`src/rtl/pipe_pkg.sv`:
```
// Shared types and constants for the pipeline stall/flush sequencer.
// Stage indices, sequencer states and the enable-pattern helper.
package pipe_pkg;

  typedef enum logic [1:0] {
    RUN,
    DIV_BUSY,
    DIV_DONE,
    FETCH_DRAIN
  } state_t;

  localparam int STG_NONE  = 0;
  localparam int STG_IF    = 1;
  localparam int STG_ID    = 2;
  localparam int STG_EX    = 3;
  localparam int STG_MEM   = 4;
  localparam int DIV_CNT_W = 6;

  // Enables {pc,if_id,id_ex,ex_mem,mem_wb} for deepest stall smax.
  // Register k runs when k > smax+1; with no stall everything runs.
  function automatic logic [4:0] stall_en(
    input logic [2:0] smax
  );
    return {smax == 3'(STG_NONE),
            smax < 3'(STG_IF),
            smax < 3'(STG_ID),
            smax < 3'(STG_EX),
            smax < 3'(STG_MEM)};
  endfunction

endpackage

```
`src/rtl/div_pacer.sv`:
```
// Divider pacing: countdown plus start/cancel/valid strobes.
// Strobes are combinational and forced low while in reset.
module div_pacer
  import pipe_pkg::*;
#(
  parameter int DIV_CYCLES = 32
) (
  input  logic   clk,
  input  logic   rst_n,
  input  state_t i_state,
  input  logic   i_ex_div_req,
  input  logic   i_stall_mem,
  input  logic   i_exc_acc,
  output logic   o_cnt_last,
  output logic   o_div_start,
  output logic   o_div_cancel,
  output logic   o_div_result_valid
);

  localparam logic [DIV_CNT_W-1:0] LOAD =
    DIV_CNT_W'(DIV_CYCLES - 1);

  logic [DIV_CNT_W-1:0] r_cnt;
  logic                 w_busy;
  logic                 w_done;

  assign w_busy = (i_state == DIV_BUSY);
  assign w_done = (i_state == DIV_DONE);

  assign o_div_start = rst_n & (i_state == RUN)
                     & i_ex_div_req & ~i_stall_mem
                     & ~i_exc_acc;

  assign o_div_cancel = rst_n & i_exc_acc
                      & (w_busy | w_done);

  assign o_div_result_valid = rst_n & w_done;

  // Last busy cycle: the decrement below lands on zero.
  assign o_cnt_last = (r_cnt == DIV_CNT_W'(1));

  // Load on launch, count down while busy, clear on abort.
  always_ff @(posedge clk or negedge rst_n) begin
    if (!rst_n) begin
      r_cnt <= '0;
    end else if (o_div_start) begin
      r_cnt <= LOAD;
    end else if (o_div_cancel) begin
      r_cnt <= '0;
    end else if (w_busy) begin
      r_cnt <= r_cnt - DIV_CNT_W'(1);
    end
  end

endmodule

```
`src/rtl/pipeline_ctrl.sv`:
```
// Central stall/flush sequencer for the five-stage pipeline.
// Resolves stall requests into enables, paces div, redirects PC.
module pipeline_ctrl
  import pipe_pkg::*;
#(
  parameter int DIV_CYCLES = 32
) (
  input  logic        clk,
  input  logic        resetn,
  input  logic        if_stall_req,
  input  logic        id_stall_req,
  input  logic        ex_div_req,
  input  logic        mem_stall_req,
  input  logic        exception_req,
  output logic        en_pc,
  output logic        en_if_id,
  output logic        en_id_ex,
  output logic        en_ex_mem,
  output logic        en_mem_wb,
  output logic        flush,
  output logic        pc_redirect,
  output logic        div_start,
  output logic        div_cancel,
  output logic        div_result_valid,
  output logic [31:0] stall_cycles
);

  state_t      r_state;
  logic [31:0] r_stall_cycles;
  logic [2:0]  w_smax;
  logic [4:0]  w_en;
  logic        w_stall_ex;
  logic        w_exc_acc;
  logic        w_redirect;
  logic        w_cnt_last;
  logic        w_drain;

  assign w_drain    = (r_state == FETCH_DRAIN);
  assign w_stall_ex = ((r_state == RUN) & ex_div_req)
                    | (r_state == DIV_BUSY);
  assign w_exc_acc  = exception_req & ~mem_stall_req
                    & ~w_drain;

  // Deepest asserted stall wins.
  always_comb begin
    w_smax = 3'(STG_NONE);
    if (mem_stall_req)
      w_smax = 3'(STG_MEM);
    else if (w_stall_ex)
      w_smax = 3'(STG_EX);
    else if (id_stall_req)
      w_smax = 3'(STG_ID);
    else if (if_stall_req)
      w_smax = 3'(STG_IF);
  end

  // Enable pattern, with exception and fetch-drain overrides.
  always_comb begin
    w_en       = stall_en(w_smax);
    w_redirect = 1'b0;
    if (w_exc_acc) begin
      w_en       = {~if_stall_req, 4'b1111};
      w_redirect = ~if_stall_req;
    end else if (w_drain) begin
      w_en[4]    = ~if_stall_req;
      w_en[3]    = 1'b0;
      w_en[2]    = 1'b1;
      w_redirect = ~if_stall_req;
    end
  end

  assign en_pc       = resetn & w_en[4];
  assign en_if_id    = resetn & w_en[3];
  assign en_id_ex    = resetn & w_en[2];
  assign en_ex_mem   = resetn & w_en[1];
  assign en_mem_wb   = resetn & w_en[0];
  assign flush       = resetn & w_exc_acc;
  assign pc_redirect = resetn & w_redirect;

  div_pacer #(
    .DIV_CYCLES(DIV_CYCLES)
  ) u_div_pacer (
    .clk               (clk),
    .rst_n             (resetn),
    .i_state           (r_state),
    .i_ex_div_req      (ex_div_req),
    .i_stall_mem       (mem_stall_req),
    .i_exc_acc         (w_exc_acc),
    .o_cnt_last        (w_cnt_last),
    .o_div_start       (div_start),
    .o_div_cancel      (div_cancel),
    .o_div_result_valid(div_result_valid)
  );

  // Sequencer state; an accepted exception overrides everything.
  always_ff @(posedge clk or negedge resetn) begin
    if (!resetn) begin
      r_state <= RUN;
    end else if (w_exc_acc) begin
      r_state <= if_stall_req ? FETCH_DRAIN : RUN;
    end else begin
      unique case (r_state)
        RUN:
          if (div_start) r_state <= DIV_BUSY;
        DIV_BUSY:
          if (w_cnt_last) r_state <= DIV_DONE;
        DIV_DONE:
          if (w_en[1]) r_state <= RUN;
        FETCH_DRAIN:
          if (!if_stall_req) r_state <= RUN;
      endcase
    end
  end

  // Count every cycle in which any register is held or bubbled.
  always_ff @(posedge clk or negedge resetn) begin
    if (!resetn)
      r_stall_cycles <= '0;
    else if (~&w_en)
      r_stall_cycles <= r_stall_cycles + 32'd1;
  end

  assign stall_cycles = r_stall_cycles;

endmodule

```
`config.mk`:
```
export PLATFORM = sky130hd
export DESIGN_NAME = pipeline_ctrl
export DESIGN_NICKNAME = d
export VERILOG_FILES = /design/src/rtl/pipe_pkg.sv /design/src/rtl/div_pacer.sv /design/src/rtl/pipeline_ctrl.sv
export SDC_FILE = /design/constraint.sdc
export NUM_CORES = 1
export LEC_CHECK = 0
export CAP_MARGIN = 15
export CORE_AREA = 2 2 69 71
export DETAILED_ROUTE_END_ITERATION = 6
export DIE_AREA = 0 0 71 73
export PLACE_DENSITY = 0.77
export SYNTH_ARGS = -nofsm -noshare
export SYNTH_HDL_FRONTEND = slang
export SYNTH_SLANG_ARGS = --single-unit
```
`constraint.sdc`:
```
create_clock -name clk -period 2.45 [get_ports clk]
set_clock_uncertainty 0.1 [all_clocks]
set_input_delay 0.49 -clock clk [delete_from_list [all_inputs] [get_ports clk]]
set_output_delay 0.49 -clock clk [all_outputs]
set_load 0.05 [all_outputs]
```
* Yosys cells after proc, flatten, opt, wreduce, memory -nomap -nowiden
Cells that the tools add are included.
** Cells by class
- Add/subtract/negate cells :: 2
- $mul :: 0
- Div/mod/pow operators :: 0
- $lt $le $gt $ge :: 4
- Equality and inequality tests :: 8
- Shifts and indexed selects :: 0
- Multiplexer cells :: 19
- Bitwise logic cells :: 22
- Reduce and logical (&&, ||, !) cells :: 5
** Operator list (count)
- adder 32 x 1 -> 32 bit (second input constant) :: 1
- 2-to-1 mux 2 bit :: 9
- 2-to-1 mux 6 bit :: 3
- bitwise AND 1 bit :: 16
- 2-to-1 mux 3 bit :: 3
- != test 3 x 2 -> 1 bit (second input constant) :: 3
- one-hot mux 2 bit (4 select lines) :: 1
- equality test 6 x 1 -> 1 bit (second input constant) :: 1
- < comparator 3 x 2 -> 1 bit (second input constant) :: 2
- subtractor 6 x 1 -> 6 bit (second input constant) :: 1
- AND reduction 5 bit :: 1
- equality test 2 bit (second input constant) :: 2
- inverter 1 bit :: 4
- AND reduction 4 bit :: 1
- logical NOT 3 bit :: 1
- < comparator 3 x 1 -> 1 bit (second input constant) :: 1
- < comparator 3 bit (second input constant) :: 1
- 2-to-1 mux 1 bit :: 3
- != test 3 x 1 -> 1 bit (second input constant) :: 1
- nonzero test 3 bit :: 1
- equality test 2 x 1 -> 1 bit (second input constant) :: 1
- logical NOT 2 bit :: 1
- bitwise OR 1 bit :: 2
** Word-level totals
- Register bits :: 40
- Bits in latches :: 0
- Memory bits (writable) :: 0
- Bits in read-only memories :: 0
- Input bits :: 7
- Output and inout port bits :: 42
- Logic and storage cells :: 63
- Memories :: 0

* Logic depth before layout (Yosys ltp)
- Word-level depth :: 10
- Depth in mapped cells :: 10
- Depth with buffers taken out :: 7

* Cells and area by module
From an unflattened synthesis, not the netlist that was laid out.
** Second synthesis, totals
- Cell total of the unflattened synthesis :: 213
- Area total of the unflattened synthesis :: 2238.4 µm²
** Modules (own cells, without submodules)
- pipeline_ctrl :: instances 1, cells an instance 172, area an instance 1839.3 µm², sequential area each 850.8 µm²
- div_pacer :: instances 1, cells an instance 41, area an instance 399.1 µm², sequential area each 150.1 µm²

* Worst setup path after synthesis
No wires, ideal clock.
- Kind :: register to output
- Start point :: reg r_state[1]
- End point :: out en_if_id
- Arrival :: 2.182 ns
- Required time :: 1.860 ns
- Setup slack :: -0.322 ns
- Cell stages (with the launch flop) :: 7
- Path buffers :: 1
- Path through :: dfrtp_1 -> inv_1 -> ha_1 -> buf_2 -> a211oi_2 -> nand2_1 -> a21boi_0
** On the way
- Longest elaborated chain between the ends :: 9
- Elaborated cells on any way between the ends :: 13
- Those cells by class :: 1 x order compare; 2 x eq/ne; 4 x mux; 5 x bitwise; 1 x reduce/logical
** RTL lines
- from (decl) :: line pipeline_ctrl.sv:28 : state_t r_state;
- from (signal assigned) :: line pipeline_ctrl.sv:100 : r_state <= if_stall_req ? FETCH_DRAIN : RUN;
- logical NOT 2 bit :: line pipeline_ctrl.sv:39 : assign w_stall_ex = ((r_state == RUN) & ex_div_req)
- bitwise AND 1 bit :: line pipeline_ctrl.sv:39
- bitwise OR 1 bit :: line pipeline_ctrl.sv:40 : | (r_state == DIV_BUSY);
- 2-to-1 mux 2 bit :: line pipeline_ctrl.sv:49 : else if (w_stall_ex)
- 2-to-1 mux 3 bit :: line pipeline_ctrl.sv:47 : if (mem_stall_req)
- < comparator 3 x 1 -> 1 bit :: line pipe_pkg.sv:25 : smax < 3'(STG_IF),
- 2-to-1 mux 3 bit :: line pipeline_ctrl.sv:64 : end else if (w_drain) begin
- 2-to-1 mux 3 bit * :: line pipeline_ctrl.sv:61 : if (w_exc_acc) begin
- bitwise AND 1 bit * :: line pipeline_ctrl.sv:73 : assign en_if_id = resetn & w_en[3];
- to (decl) :: line pipeline_ctrl.sv:16 : output logic en_if_id,
Every way passes the cells marked *; elsewhere a longest branch is shown, timed or not.

* Worst setup path in the final report
- Start point :: reg r_state[0]
- End point :: out en_if_id
The elaborated chain is that of the path after synthesis.

==> metrics.csv <==
stage,metric,value,unit
run_status,status,finished clean,
logic_synthesis,largest family of logic cells by synthesized area,simple AND/OR/NAND/NOR gates,
sta,Final period util,0.9846,
logic_synthesis,"Seq/Total Area, Yosys",0.4714,
clock_network,CTS tree,done,
critical_path,CP Data Arrival Time,1.82,ns
global_route,overall routing resource usage,0.1893,
power,maximum VDD drop,0.8389,mV
power,Pwr Density,906.1,nW/um^2
critical_path,Crit Path Category,flop to output pin,
sta,min cycle time layout,2.412,ns
power,clock group share of total power,0.193,
logic_synthesis,post-synthesis mux area share,0.01473,
sta,Fmax,0.4145,GHz
logic_synthesis,Cells after Synth,206,
clock_network,worst skew pair latency,0.29,ns
layout,number of non-filler instances in the completed layout,325,
place,global placement routability congestion,0.7884,
critical_path,Worst setup EP type,output pin,
route,WL per Instance,14.30,um
logic_synthesis,Post-Synth Adder-Cell Area,0.05303,
route,Vias/cell,5.246,
critical_path,CP Data Required Time,1.86,ns
place,PortBufs,48,
logic_synthesis,synth unique cells,36,
logic_synthesis,#FFs+latches synth,40,
route,Routed Antenna Nets,0,
clock_network,Root Buffer,clkbuf_8,
clock_network,Inserted Clock Buffers,5,
global_route,initial antenna violation count,0,
power,switch share,0.3946,
power,Comb pwr share,0.468,
power,P_int,1.658,mW
sta,RSZ-0062 raised after global routing,true,
logic_synthesis,compound-gate portion of the synthesized area,0.05539,
logic_synthesis,Synth Warn #,0,
logic_synthesis,Post-Synth XOR/XNOR Area,0.1485,
die,row count,25,
critical_path,worst-path fanout max,5,
layout,Ant. Diodes,0,
place,Setup WS pre-CTS,0.04169,ns
layout,Fillers,348,
layout,fin util,0.6662,
layout,layout cells sized above 1,0.1919,
critical_path,crit start category,flop,
die,Die Y,73,um
logic_synthesis,Post-Syn Nets,222,
sta,"Slew Viols, Final",0,
global_route,grt total ovfl,0,
logic_synthesis,Mean Syn Cell Area,10.31,sq um
clock_network,H-tree depth,2,
die,area of the core,4536,sq um
die,I/O pins,49,
hold_path,Worst Hold Class,primary input to asynchronous set/reset pin,
clock_network,buffer depth of the longest clock path,2,
layout,synthesis-to-finish area growth,42.31,%
clock_network,clock slew at reported path FFs,0.08,ns
clock_network,CTS sink count,40,
sta,final setup TNS,0,ns
sta,final worst slack,0.03770,ns
power,Psw,1.080,mW
sta,worst-margin pin slew,0.5102,ns
global_route,global-route wire length before repair,7576,um
route,final WL,4647,um
place,Inst Count DP,313,
power,Pleak,1.342,nW
logic_synthesis,"Cell Area, Synth",2123,sq um
layout,Nets,286,
logic_synthesis,Post-synth EDFFs,0,
route,DR DRC count,0,
route,via count,1705,
flow_run,MaxCap Viol Count,0,
sta,final setup vio count,0,
logic_synthesis,Simple-Gate Fraction of Synth Area,0.2204,
logic_synthesis,top_reg_cell synth,dfrtp_1,
logic_synthesis,async set-reset flop share out of synthesis,1.000,
critical_path,flop2flop setup slack,0.27,ns
sta,hold_ws,0.1685,ns
route,Initial DRC Count,64,
place,Post-DP HPWL,3268,um
power,Flop pwr share,0.339,
global_route,number of global-route vias before repair,1640,
die,full die area,5183,sq um
die,Die Span X,71,um
sta,Fin. Hold Viols,0,
global_route,largest net degree at the start of global routing,23,
die,Initial Util,0.4681,
route,DRT Pass-1 Iters,4,
sta,Relative slew margins,0.6551,
-- layout by cell type (no fill, tap or decap), drive strengths merged, types with 5 or more instances in the layout --
cell type,instances
nand3,16
dfrtp,40
inv,9
nand4,11
nor2,18
and4,5
buf,25
nor3,5
xor2,10
o21ai,7
clkdlybuf4s50,37
and3,6
clkbuf,5
xnor2,26
nand2,11
ha,9
and2,5
-- cells by family (layout without fill, tap and decap cells) --
kind of cell,Yosys count,after routing
compound gates,18,18
xor+xnor,36,36
fa+ha+maj,9,9
buf+inv,15,80
flops,40,40
mux,3,3
simple gates,85,85
-- synthesized netlist by cell type (6+ instances only) --
| master | instances | area (sq um) |
|---|---|---|
| dfrtp_1 | 40 | 1001 |
| xnor2_1 | 26 | 227.7 |
| nor2_1 | 17 | 63.81 |
| nand3_1 | 14 | 70.07 |
| nand2_1 | 11 | 41.29 |
| nand4_1 | 10 | 62.56 |
| xor2_1 | 10 | 87.58 |
| ha_1 | 9 | 112.6 |
| inv_1 | 9 | 33.78 |
| and3_1 | 6 | 37.54 |
| o21ai_0 | 6 | 30.03 |
-- routing by layer --
metal  track usage  vias to the layer above  part of all wire
li1              -                      832                 -
met1        0.2413                      815              0.44
met2        0.2991                       47              0.48
met3       0.05525                       11             0.054
met4       0.08805                        0             0.025
met5             0                        -                 0
-- power groups by stage --
stage	registers [mW]	logic [mW]	clock network (mW)
after floorplan	1.12	0.560	0
after global placement	0.935	1.12	0
after detailed placement	0.942	1.14	0
after CTS	0.921	1.20	0.549
after global routing	0.942	1.39	0.577
final	0.928	1.28	0.528
-- cell type report --
cell class | instances | area, sq um | share of cell area
inverters | 9 | 33.78 | 0.01118
clock inverters | 3 | 42.54 | 0.01408
multi-input cells | 151 | 1114 | 0.3685
repair buffers | 63 | 694.4 | 0.2298
flip-flops and latches | 40 | 1001 | 0.3313
clock buffers | 5 | 68.82 | 0.02277
well taps | 54 | 67.56 | 0.02236
-- worst paths after layout --
| kind | start | depth (start not counted) | to |
|---|---|---|---|
| hold reg to reg | stall_cycles[31] | 1 | stall_cycles[31] |
| max in group asynchronous | resetn | 2 | stall_cycles[17] |
| hold / removal | resetn | 2 | u_div_pacer.r_cnt[2] |
| setup / recovery | r_state[0] | 6 | en_if_id |
| min in group clk | stall_cycles[31] | 1 | stall_cycles[31] |
| setup reg to reg | r_state[1] | 9 | stall_cycles[25] |
-- metrics by stage --
| step | cell area, sq um | total power, mW |
|---|---|---|
| floorplan | 2126 | 1.682 |
| global placement | 2808 | 2.053 |
| detailed placement | 2808 | 2.078 |
| CTS | 2968 | 2.671 |
| global route | 3022 | 2.914 |
| finish | 3022 | 2.738 |
-- critical path: stages, from the launching register on --
cell and delay, ns:
dfrtp_1 0.42, buf_6 0.15, ha_1 0.26, nor3_1 0.25, nand2_1 0.10, a21boi_2 0.19
buf_12 0.16
-- state kept, by name, indices dropped and copies added, names as in the netlist --
signal / count
r_state: 2
u_div_pacer.r_cnt: 6
stall_cycles: 32
-- timing repair --
item	CTS	global route
pin swaps	2	4
resized for setup	6	10
setup endpoints to repair	3	6
setup buffers	2	1
cloned	0	0
hold endpoints to repair	7	0
hold buffers	1	0
Note: power is estimated with default switching activity, not from simulation.
